$ cat config.mk
export PLATFORM = sky130hd
export DESIGN_NAME = sseg_anim_ctrl
export DESIGN_NICKNAME = d
export VERILOG_FILES = /design/src/rtl/sseg_anim_ctrl.sv
export SDC_FILE = /design/constraint.sdc
export NUM_CORES = 1
export LEC_CHECK = 0
export CAP_MARGIN = 5
export CORE_MARGIN = 2
export CORE_UTILIZATION = 59
export DETAILED_ROUTE_END_ITERATION = 12
export HOLD_SLACK_MARGIN = 0.08
export PLACE_DENSITY = 0.84
export SLEW_MARGIN = 10
export SYNTH_ARGS = -nofsm -noshare
export SYNTH_HDL_FRONTEND = slang
export SYNTH_SLANG_ARGS = --single-unit
$ cat constraint.sdc
create_clock -name clk -period 5.13 [get_ports clk]
set_input_delay 0.513 -clock clk [delete_from_list [all_inputs] [get_ports clk]]
set_output_delay 0.513 -clock clk [all_outputs]
set_load 0.03 [all_outputs]
$ cat src/rtl/sseg_anim_ctrl.sv
// Circulating-square animation controller for the lower four digits of an
// 8-digit seven-segment display: run/pause/stop, direction, rate and single-step.
module sseg_anim_ctrl #(
   parameter int unsigned TICK_W = 24
) (
   input  logic       clk,
   input  logic       rst,
   input  logic       start,
   input  logic       stop,
   input  logic       pause,
   input  logic       step,
   input  logic       dir,
   input  logic [1:0] speed,
   output logic [2:0] phase,
   output logic [1:0] state,
   output logic       wrap,
   output logic [7:0] an,
   output logic [7:0] sseg
);

   typedef enum logic [1:0] {
      IDLE  = 2'b00,
      RUN   = 2'b01,
      PAUSE = 2'b10
   } state_t;

   localparam logic [TICK_W-1:0] MAX_COUNT = '1;

   state_t            cur;
   logic [TICK_W-1:0] prescaler;
   logic [TICK_W-1:0] terminal;
   logic              tick;
   logic [2:0]        next_phase;
   logic              wraps;
   logic [3:0]        digit_sel;

   // Terminal follows the live speed input, so lowering it below the current
   // count fires a tick on the very next RUN cycle.
   assign terminal   = MAX_COUNT >> speed;
   assign tick       = (cur == RUN) && (prescaler >= terminal);
   assign next_phase = dir ? (phase - 3'd1) : (phase + 3'd1);
   assign wraps      = dir ? (phase == 3'd0) : (phase == 3'd7);
   assign state      = cur;

   always_ff @(posedge clk or posedge rst) begin
      if (rst) begin
         cur       <= IDLE;
         phase     <= '0;
         prescaler <= '0;
         wrap      <= 1'b0;
      end else begin
         wrap <= 1'b0;
         case (cur)
            IDLE: begin
               if (start && !stop) begin
                  cur       <= RUN;
                  phase     <= '0;
                  prescaler <= '0;
               end
            end
            RUN: begin
               if (stop) begin
                  cur <= IDLE;
               end else if (pause) begin
                  cur <= PAUSE;
               end else if (tick) begin
                  prescaler <= '0;
                  phase     <= next_phase;
                  wrap      <= wraps;
               end else begin
                  prescaler <= prescaler + 1'b1;
               end
            end
            PAUSE: begin
               if (stop) begin
                  cur <= IDLE;
               end else if (pause || start) begin
                  cur <= RUN;
               end else if (step) begin
                  phase <= next_phase;
                  wrap  <= wraps;
               end
            end
            default: cur <= IDLE;
         endcase
      end
   end

   // Upper square walks digits 3->0 for phases 0-3, lower square 0->3 for 4-7.
   always_comb begin
      digit_sel = '0;
      an        = '1;
      sseg      = '1;
      if (cur != IDLE) begin
         if (!phase[2]) begin
            digit_sel = 4'b1000 >> phase[1:0];
            sseg      = 8'b1001_1100;
         end else begin
            digit_sel = 4'b0001 << phase[1:0];
            sseg      = 8'b1010_0011;
         end
         an = {4'hF, ~digit_sel};
      end
   end

endmodule

==> results.sh <==
export IMPL_htree_num_levels=2
export IMPL_path_delay_family="simple AND/OR/NAND/NOR gates"
export IMPL_rr_worst_depth=7
export IMPL_synth_compound_area_share_pct=18.22
export IMPL_synth_async_reset_ratio_pct=100.0
export IMPL_cts_resized=0
export IMPL_critPathRequiredTime_ns=5.34
export IMPL_hp_class="in2async"
export IMPL_synth_cell_types=52
export IMPL_maxSlewViolCount=0
export IMPL_rr_startpoint="state[0]"
export IMPL_synthCells=228
export IMPL_dieArea_mm2=0.004067
export IMPL_leakage_uw=0.001047
export IMPL_pwr_share_comb_pct=56.3
export IMPL_cts_root_buf="clkbuf_4"
export IMPL_routedWlPerCell_um=14.00
export IMPL_pwr_share_seq_pct=26.4
export IMPL_syn_to_final_growth_pct=13.71
export IMPL_clock_sinks=30
export IMPL_endpoint_kind="flop"
export IMPL_critPathKind="in2reg"
export IMPL_worstPathArrival_ns=3.20
export IMPL_power_density_mw_per_mm2=475.2
export IMPL_antenna_cells=0
export IMPL_ys_seq_elements=30
export IMPL_grt_overflow_total=0
export IMPL_drt_total_wl_um=4101
export IMPL_synth_top_area_share_pct=35.61
export IMPL_core_mm2=0.003390
export IMPL_synth_top_family_by_area="simple AND/OR/NAND/NOR gates"
export IMPL_rsz0062_at_grt="no"
export IMPL_max_stage_delay_ns=0.57
export IMPL_clkPwrFrac_pct=17.2
export IMPL_seq_area_frac_synth_pct=35.61
export IMPL_fin_nets=265
export IMPL_rows=21
export IMPL_outcome="finished, final reports clean"
export IMPL_worst_r2r_endpoint="prescaler[23]"
export IMPL_synth_mux_area_share_pct=2.493
export IMPL_finalSetupViolCount=0
export IMPL_clock_latency_ns=0.33
export IMPL_max_slew_margin_pct=46.63
export IMPL_crit_slowest_cell="o31ai_4"
export IMPL_cts_buffer_depth=2
export IMPL_cp_depth=8
export IMPL_worstPathCellList="clkdlybuf4s50_1, or2_2, ha_1, and3_1, nand4_1, o31ai_4, nor2_1, mux2_2"
export IMPL_cap_violations=0
export IMPL_drt_antenna_violating_nets=0
export IMPL_hold_buffers=0
export IMPL_pre_cts_ws_ns=1.808
export IMPL_syn_area_per_cell_um2=9.247
export IMPL_port_buffers=25
export IMPL_drcViolationCount=0
export IMPL_regArea_um2=750.7
export IMPL_p_sw_uw=511.6
export IMPL_first_pass_iters=4
export IMPL_syn_area_mm2=0.002108
export IMPL_grt_max_degree=31
export IMPL_synthXorXnorAreaFrac_pct=4.154
export IMPL_max_slew_worst_pin_slew_ns=0.7976
export IMPL_drt_initial_drc_count=127
export IMPL_irDropWorstVdd_mv=0.2213
export IMPL_synth_simple_area_share_pct=25.52
export IMPL_synth_edf_count=0
export IMPL_multi_input_area_mm2=0.001201
export IMPL_critPathMaxFanout=14
export IMPL_yosysMostFrequentCell="dfrtp_1"
export IMPL_grt_pass1_vias=1665
export IMPL_internal_power_uw=627.6
export IMPL_synth_area_leaders="dfrtp_1 36%, ha_1 4.7%, buf_4 4.3%, a22o_1 4.2%, nor2_1 3.2%"
export IMPL_path_clk_slew_ns=0.10
export IMPL_die_h_um=63.78
export IMPL_num_vias=1718
export IMPL_yosys_warnings=0
export IMPL_regToRegSetupSlack_ns=2.38
export IMPL_grt_pass1_wl_um=7389
export IMPL_postCtsSetupBuffers=0
export IMPL_cts_tree="built"
export IMPL_fin_ws_ns=2.141
export IMPL_chipWidth_um=63.78
export IMPL_yosys_most_used_dff="dfrtp_1"
export IMPL_synth_top_cells_by_count="30 x dfrtp_1, 18 x nor2_1, 14 x nand2_1, 12 x buf_4, 12 x nand3_1"
export IMPL_start_util_pct=62.20
export IMPL_cp_num_buf_inv=1
export IMPL_timing_final_crit_period_ns=2.989
export IMPL_finalHoldViolations=0
export IMPL_ios=31
export IMPL_setup_tns_ns=0
export IMPL_fin_crit_sh_pct=58.27
export IMPL_max_freq_mhz=334.5
export IMPL_routabilityCongestion=0.8187
export IMPL_finClkSkew_ns=0.01356
export IMPL_swShare_pct=44.91
export IMPL_via_per_inst=5.863
export IMPL_startpoint_type="input port"
export IMPL_synth_adder_area_share_pct=5.697
export IMPL_drive_gt1_share_pct=10.93
export IMPL_numCtsBuffers=5
export IMPL_grt_usage_pct=23.03
export IMPL_dpl_hpwl_um=2927
export IMPL_synth_top_area_cell="dfrtp_1"
export IMPL_crit_start="speed[1]"
export IMPL_num_fill_cells=257
export IMPL_antenna_found_initial=0
power by group through the flow:
| stage | sequential (µW) | combinational [µW] | clock, µW |
|---|---|---|---|
| finish | 301 | 642 | 196 |
| global route | 306 | 701 | 211 |
| CTS | 300 | 646 | 202 |
| detailed placement | 305 | 644 | 0 |
| global placement | 304 | 634 | 0 |
| floorplan | 326 | 479 | 0 |
worst min-delay path: stages:
cell and delay, ns:
clkdlybuf4s50_1 0.40, inv_1 0.05, buf_4 0.34
metrics by stage:
step	instances	cell area, µm²	util, %	power (µW)	hold WS, ns
6_report	293	2397	70.73	1139	0.5477
5_1_grt	293	2397	70.73	1218	0.5685
3_5_place_dp	286	2316	68.33	949.0	0.5251
3_3_place_gp	286	2316	68.33	937.2	0.5174
4_1_cts	293	2397	70.73	1148	0.5487
2_1_floorplan	232	2123	-	805.1	0.4936
metal layers:
layer	routed length [µm]	GRT usage, %	vias to the layer above
met2	1855	36.71	52
met1	1973	30.16	816
met3	219	6.338	5
met5	0	0	-
met4	53	8.152	0
li1	-	-	845
logic make-up (layout without fill, tap and decap cells):
logic type      count (synthesis)  in the layout
simple gates                   93             93
compound gates                 49             49
buf+inv                        31             46
flops                          30             30
xor+xnor                       10             10
fa+ha+maj                       9              9
mux                             5              5
other cells                     1              5
cells in the final DEF, fill, tap and decap left out, drive strengths merged, types with 3 or more instances in the layout:
cell,netlist,routed
a21o,4,4
a21oi,7,7
a22o,10,10
and2,4,4
and3,7,7
and4,4,4
clkbuf,3,6
clkdlybuf4s50,0,25
conb,1,5
dfrtp,30,30
ha,8,8
inv,13,13
mux2i,3,3
nand2,14,14
nand2b,3,3
nand3,13,13
nand4,4,4
nor2,21,21
nor2b,7,7
nor3,4,4
nor4,6,6
o21ai,13,13
or3,4,4
xnor2,7,7
xor2,3,3
final cells by class:
cell class	count	share of cell area, %
multi-input cells	171	50.10
clock inverters	1	1.253
repair buffers	26	10.75
inverters	13	2.035
clock buffers	6	2.140
flip-flops and latches	30	31.32
well taps	46	2.401
state kept, by name, indices dropped and copies added, names as in the netlist:
register   flops
prescaler     24
wrap           1
state          2
phase          3
worst max path at each step:
stage	end	slack, ns
floorplan	sseg[3]	2.71
global placement	prescaler[0]	1.90
detailed placement	prescaler[0]	1.81
CTS	prescaler[0]	2.13
global route	prescaler[0]	2.00
finish	prescaler[0]	2.14
No activity file was read; power rests on OpenSTA's default activity.
